==> config.mk <==
export PLATFORM = sky130hd
export DESIGN_NAME = systolic_seq_ctrl
export DESIGN_NICKNAME = d
export VERILOG_FILES = /design/src/rtl/systolic_seq_ctrl.sv
export SDC_FILE = /design/constraint.sdc
export NUM_CORES = 1
export LEC_CHECK = 0
export ABC_AREA = 1
export CORE_ASPECT_RATIO = 0.6
export CORE_MARGIN = 2
export CORE_UTILIZATION = 35
export DETAILED_ROUTE_END_ITERATION = 6
export PLACE_DENSITY = 0.59
export SYNTH_ARGS = -nofsm -noshare
export SYNTH_HDL_FRONTEND = slang
export SYNTH_SLANG_ARGS = --single-unit
==> constraint.sdc <==
create_clock -name clk -period 3.7 [get_ports clk]
set_input_delay 0.37 -clock clk [delete_from_list [all_inputs] [get_ports clk]]
set_output_delay 0.37 -clock clk [all_outputs]
set_load 0.02 [all_outputs]
==> src/rtl/systolic_seq_ctrl.sv <==
// systolic_seq_ctrl: multi-set sequencer for an ARRAY_SIZE x ARRAY_SIZE systolic array.
// A run of N data sets is started from IDLE. Each set is one LOAD cycle followed by
// T = K + 2*ARRAY_SIZE - 1 ROLL cycles, and the last ARRAY_SIZE ROLL cycles write one
// output row each. K and N are latched at start. Stall freezes ROLL, and abort cancels the run.
// Ports:
//   clk, srstn            clock, synchronous active-low reset
//   start, abort, stall   run request, cancel, operand-not-valid freeze
//   cfg_k_depth           accumulation depth K (0 -> 1, clamped to K_MAX)
//   cfg_num_sets          data-set count N (0 -> 1, clamped to SET_MAX)
//   busy, done            run in progress / 1-cycle completion pulse
//   addr_serial_num       operand address sequence number (saturating)
//   alu_start             array shift/MAC enable
//   cycle_num             cycle index within the current set
//   matrix_index          output row being written
//   data_set              current data-set index
//   sram_write_enable     write-out SRAM strobe
module systolic_seq_ctrl #(
  parameter int ARRAY_SIZE = 8,
  parameter int K_MAX      = 32,
  parameter int SET_MAX    = 16,
  parameter int ADDR_W     = 6,
  parameter int CYC_W      = 9
) (
  input  logic                           clk,
  input  logic                           srstn,
  input  logic                           start,
  input  logic                           abort,
  input  logic                           stall,
  input  logic [$clog2(K_MAX+1)-1:0]     cfg_k_depth,
  input  logic [$clog2(SET_MAX+1)-1:0]   cfg_num_sets,
  output logic                           busy,
  output logic                           done,
  output logic [ADDR_W-1:0]              addr_serial_num,
  output logic                           alu_start,
  output logic [CYC_W-1:0]               cycle_num,
  output logic [$clog2(ARRAY_SIZE)-1:0]  matrix_index,
  output logic [$clog2(SET_MAX)-1:0]     data_set,
  output logic                           sram_write_enable
);
  localparam int KW  = $clog2(K_MAX+1);
  localparam int NW  = $clog2(SET_MAX+1);
  localparam int MIW = $clog2(ARRAY_SIZE);

  typedef enum logic [1:0] {IDLE, LOAD, ROLL, DONE} state_t;
  state_t state, state_nxt;

  logic [KW-1:0]    k_lat, k_cfg;
  logic [NW-1:0]    n_lat, n_cfg;
  logic [CYC_W-1:0] t_last, win_lo;
  logic             roll_go, last_cyc, last_set, in_win, kill;

  // Normalise the config: 0 means 1, anything above the max is clamped.
  always_comb begin
    k_cfg = cfg_k_depth;
    if (cfg_k_depth == '0)               k_cfg = KW'(1);
    else if (cfg_k_depth > KW'(K_MAX))   k_cfg = KW'(K_MAX);
    n_cfg = cfg_num_sets;
    if (cfg_num_sets == '0)              n_cfg = NW'(1);
    else if (cfg_num_sets > NW'(SET_MAX)) n_cfg = NW'(SET_MAX);
  end

  assign t_last   = CYC_W'(k_lat) + CYC_W'(2*ARRAY_SIZE-2);
  assign win_lo   = CYC_W'(k_lat) + CYC_W'(ARRAY_SIZE-1);
  assign roll_go  = (state == ROLL) && !stall;
  assign last_cyc = (cycle_num == t_last);
  // The window's upper bound is implicit: ROLL never runs past t_last.
  assign in_win   = (cycle_num >= win_lo);
  assign last_set = (NW'(data_set) == n_lat - NW'(1));
  assign kill     = abort && (state != IDLE);

  always_comb begin
    state_nxt         = state;
    busy              = (state != IDLE);
    alu_start         = roll_go;
    sram_write_enable = roll_go && in_win && !abort;
    case (state)
      IDLE:    if (start) state_nxt = LOAD;
      LOAD:    state_nxt = ROLL;
      ROLL:    if (roll_go && last_cyc) state_nxt = last_set ? DONE : LOAD;
      DONE:    state_nxt = IDLE;
      default: state_nxt = IDLE;
    endcase
    // Abort beats stall and the ROLL exit.
    if (kill) state_nxt = IDLE;
  end

  always_ff @(posedge clk) begin
    if (!srstn) begin
      state           <= IDLE;
      k_lat           <= '0;
      n_lat           <= '0;
      addr_serial_num <= '0;
      cycle_num       <= '0;
      matrix_index    <= '0;
      data_set        <= '0;
      done            <= 1'b0;
    end else begin
      state <= state_nxt;
      done  <= 1'b0;
      if (kill) begin
        addr_serial_num <= '0;
        cycle_num       <= '0;
        matrix_index    <= '0;
        data_set        <= '0;
      end else begin
        case (state)
          IDLE: if (start) begin
            k_lat           <= k_cfg;
            n_lat           <= n_cfg;
            addr_serial_num <= ADDR_W'(1);
            data_set        <= '0;
          end
          LOAD: begin
            cycle_num       <= '0;
            matrix_index    <= '0;
            addr_serial_num <= ADDR_W'(2);
          end
          ROLL: if (!stall) begin
            cycle_num <= cycle_num + CYC_W'(1);
            if (addr_serial_num != '1) addr_serial_num <= addr_serial_num + ADDR_W'(1);
            if (in_win) matrix_index <= matrix_index + MIW'(1);
            if (last_cyc) begin
              if (last_set) done <= 1'b1;
              else          data_set <= data_set + 1'b1;
            end
          end
          default: ;
        endcase
      end
    end
  end
endmodule

After elaboration in Yosys (flattened, before gate mapping)
Index checks and enable logic that the tools add are counted.
- $lt $le $gt $ge: 3
- reduce and logical (&&, ||, !) cells: 22
- bitwise operators: 4
- add/subtract/negate cells: 7
- equal/unequal tests: 13
- muxes and demuxes: 23
- operators by type and width (cell ; number):
    $mux 6 ; 5
    $pmux 6 s3 ; 1
    $pmux 9 s2 ; 1
    $mux 4 ; 4
    $mux 5 ; 2
    $ne 2x2->1 const B ; 5
    $add 9x1->9 const B ; 1
    $eq 9x7->1 ; 1
    $ge 9x7->1 ; 1
    $mux 9 ; 1
    $pmux 2 s4 ; 1
    $pmux 4 s2 ; 1
    $add 6x3->7 const B ; 1
    $add 6x4->7 const B ; 1
    $add 6x1->6 const B ; 1
    $gt 6x6->1 const B ; 1
    $logic_not 6->1 ; 1
    $mux 2 ; 3
    $mux 3 ; 2
    $ne 6x6->1 const B ; 1
    $pmux 3 s2 ; 1
    $reduce_and 3->1 ; 2
    $reduce_bool 2->1 ; 3
    $eq 4x5->1 ; 1
    other kinds (19) ; 30
- flip-flop bits (word level): 36
- output and inout bits: 26
- bits of input ports: 16
- logic and storage cells: 80

Logic depth before layout (Yosys ltp)
- word-level depth: 6
- mapped depth: 16
- mapped depth without buffers: 16

Least setup slack after synthesis
No wires, ideal clock.
- path type: reg2out
- from: register k_lat[2]
- to: output sram_write_enable
- required time: 3330 ps
- buffers on the path: 0
- cell stages (with the launch flop): 13
- slack: 1327 ps
- arrival: 2003 ps
- cells stage by stage: dfxtp_1 > inv_1 > ha_1 > nand2_1 > nand2_1 > xor2_1 > ha_1 > nand2_1 > nor2_1 > nand3b_1 > nand4_1 > nand2_1 > nor2_1
- longest elaborated chain between the ends: 4
- RTL lines (item ; line ; source):
    start, declared ; 47 ; logic [KW-1:0] k_lat, k_cfg;
    start signal, assigned ; 108 ; k_lat <= k_cfg;
    $add 6x3->7 ; 63 ; assign win_lo = CYC_W'(k_lat) + CYC_W'(ARRAY_SIZE-1);
    $ge 9x7->1 ; 67 ; assign in_win = (cycle_num >= win_lo);
    $logic_and 1x1->1 (2 in series) ; 75 ; sram_write_enable = roll_go && in_win && !abort;
    end, declared ; 38 ; output logic sram_write_enable
Every way passes these cells.

Worst setup path in the final report
- from: register k_lat[1]
- to: output sram_write_enable
Same word-level chain as after synthesis.

==> run metrics <==
ant diodes=0; Longest Clk Path Bufs=2; Synth Register Bits=36; post-DR vias/cell=a little under 5; layout cells sized above 1=0.116; required time of the critical path=3.33 ns; min Tclk post-route=approximately 3.3 ns; total track usage=0.169; Initial Utilization=0.367; setup TNS=0 ns; port bufs=41; Setup crit end kind=output pin; Clock Latency Late Sink=0.29 ns; synthesized instance count=360; die width=113 um; VDD IR max=approximately 220 uV; vias after detailed routing=2392; Worst R2R Start=k_lat[1]$_SDFFE_PN0P_; Worst-path clk slew=about 0.050 ns; vias in the first global route=~2200; final hold violations=0; leak pwr=1.27 nW; library cells used by synthesis=43; dpl hpwl=4970 um; setup repair after global routing missed its margin=no; layout overhead on the synthesized area=25.7%; WL final=6240 um; CTS Sinks=36; initial antenna violation count=0; top-count cell post-synth=nand2_1; Synth area leader=dfxtp_1; largest net degree at the start of global routing=14; top cells by count, synth=89 x nand2_1, 39 x inv_1, 36 x dfxtp_1, 32 x a21oi_1, 26 x nor2_1; endpoint of the worst hold path=n_lat[1]$_SDFFE_PN0P_; Die Area=0.00780 mm2; Antenna Nets Post-Route=0; r2r setup slk=1.37 ns; Min Hold Slack=0.471 ns; I/O pin count=42; CTS hold repair buffers=0; Hold Startpoint=n_lat[1]$_SDFFE_PN0P_; FILL cells=690; DRC viols=0; Core Area=~0.0068 mm2; Synth Flop Type=dfxtp_1; setup violators final=0; Max Slew Vio Count=0; H-tree levels=2; first-pass GRT wire length=10500 um; Num CTS Buffers=5; synth top area cells=dfxtp_1 29%, nand2_1 13%, ha_1 9.6%, a21oi_1 6.5%, inv_1 5.9%; Die Y=69.2 um; Post-CTS Setup Inserts=0; reg2reg path depth=15; FFs w/ async S/R, synth=0; drt wl/cell=12.7 um; reg2reg end=matrix_index[2]$_SDFFE_PP0P_; FMAX=just over 0.3 GHz; warnings from Yosys=0; GP Congestion=between 0.9 and 1; GR Overflow Total=0; Worst slew margin=0.691; Post-synth EDFFs=0; DRT iter0 DRCs=122; status=finished clean; clock tree root driver cell=clkbuf_16; Post-Syn Nets=395; Rows=23; hold crit path type=reg -> reg; CP arrival=~2.9 ns; Post-layout nets=439; Worst Hold Depth=2; MaxCap Viol Count=0; Crit Path Category=reg -> out; Yosys top cell area share=0.291; register area share after synthesis=0.291; final cycle utilization of the critical path=0.887; crit path launch type=flop; Power Density=between 400 and 500 mW/mm2; CTS tree=yes; Mapped Area=0.00248 mm2; CP max FO=7; Resize count post-CTS=0; TritonRoute pass-1 iters=4; clk_skew=approximately 0.0048 ns; worst-margin pin slew=between 0.4 and 0.5 ns; critical path launch point=k_lat[1]$_SDFFE_PN0P_; Mean Syn Cell Area=~6.9 um2
==> stage by stage <==
stage               instances  area [um2]  total power [mW]  worst slack [ns]  utilization
CTS                       492        3120              1.48             0.394        0.461
detailed placement        484        2970              1.04             0.739        0.439
finish                    492        3120              1.47             0.417        0.461
global route              492        3120              1.57             0.122        0.461
floorplan                 360        2480             0.897              1.33            -
global placement          484        2970              1.04             0.803        0.439
==> worst max-delay path: stages (launching register included) <==
cell	delay (ns)
dfxtp_1	0.37
inv_2	0.10
ha_1	0.28
nand2_1	0.13
nand2_1	0.07
xor2_1	0.14
ha_1	0.30
nand2_1	0.05
nor2_1	0.13
nand3b_1	0.10
nand4_1	0.10
nand2_1	0.11
nor2_1	0.12
clkdlybuf4s50_1	0.61
==> cell usage in the layout, fill, tap and decap left out, types with 2 or more instances in the layout <==
| cell type | netlist | layout |
|---|---|---|
| nand2_1 | 89 | 89 |
| clkdlybuf4s50_1 | 0 | 41 |
| inv_1 | 39 | 39 |
| dfxtp_1 | 36 | 36 |
| a21oi_1 | 32 | 32 |
| nor2_1 | 26 | 26 |
| nand3_1 | 22 | 22 |
| ha_1 | 19 | 19 |
| nand2_2 | 12 | 12 |
| o21ai_0 | 9 | 9 |
| nor3_1 | 9 | 9 |
| inv_2 | 8 | 8 |
| xor2_1 | 7 | 7 |
| clkbuf_16 | 0 | 5 |
| nand4_1 | 4 | 4 |
| nor2_2 | 4 | 4 |
| o21ai_1 | 4 | 4 |
| xnor2_1 | 3 | 3 |
| nand2_4 | 3 | 3 |
| nand3b_1 | 2 | 2 |
| a211oi_1 | 2 | 2 |
| nor2_4 | 2 | 2 |
| nand3_2 | 2 | 2 |
| clkinv_1 | 2 | 2 |
| nor3b_1 | 2 | 2 |
| clkbuf_1 | 2 | 2 |
==> area by class of cell <==
class	count	area, um2	area share
sequential	36	721	0.231
clock buffer	8	146	0.0470
inverter	50	190	0.0610
timing repair buffer	42	418	0.134
multi-input combinational	269	1530	0.492
tap	87	109	0.0349
==> registers in the layout, summed over array words and instances, names as in the netlist <==
signal and cells:
addr_serial_num 6, cycle_num 9, data_set 4, done 1, k_lat 6, matrix_index 3, n_lat 5, state 2
==> per-layer routing <==
layer  global-route usage  wire [um]  share of wire  vias up
met1                0.260       3450           0.55     1071
li1                     -          -              -     1266
met5                    0          0              0        -
met3               0.0420        331          0.053        2
met2                0.224       2420           0.39       53
met4               0.0610         37         0.0059        0
==> worst max path at each step <==
stage	slack, ns	cells after the start	endpoint
after floorplan	1.33	12	sram_write_enable
after global placement	0.80	13	sram_write_enable
after detailed placement	0.74	13	sram_write_enable
after CTS	0.39	13	sram_write_enable
after global routing	0.12	13	sram_write_enable
final	0.42	13	sram_write_enable
==> report_power, final <==
group	total (mW)	switching (mW)	leakage, nW	internal, mW
combinational	0.571	0.365	0.906	0.206
clock	0.435	0.166	0.0712	0.269
sequential	0.460	0.0403	0.292	0.420
total	1.47	0.572	1.27	0.895
==> cells by family after synthesis <==
kind of cell	Yosys count	synth area share
simple gates	184	0.358
compound gates	56	0.129
buf+inv	55	0.0908
flops	36	0.291
fa+ha+maj	19	0.0959
xor+xnor	10	0.0353
No activity file was read; power rests on OpenSTA's default activity.
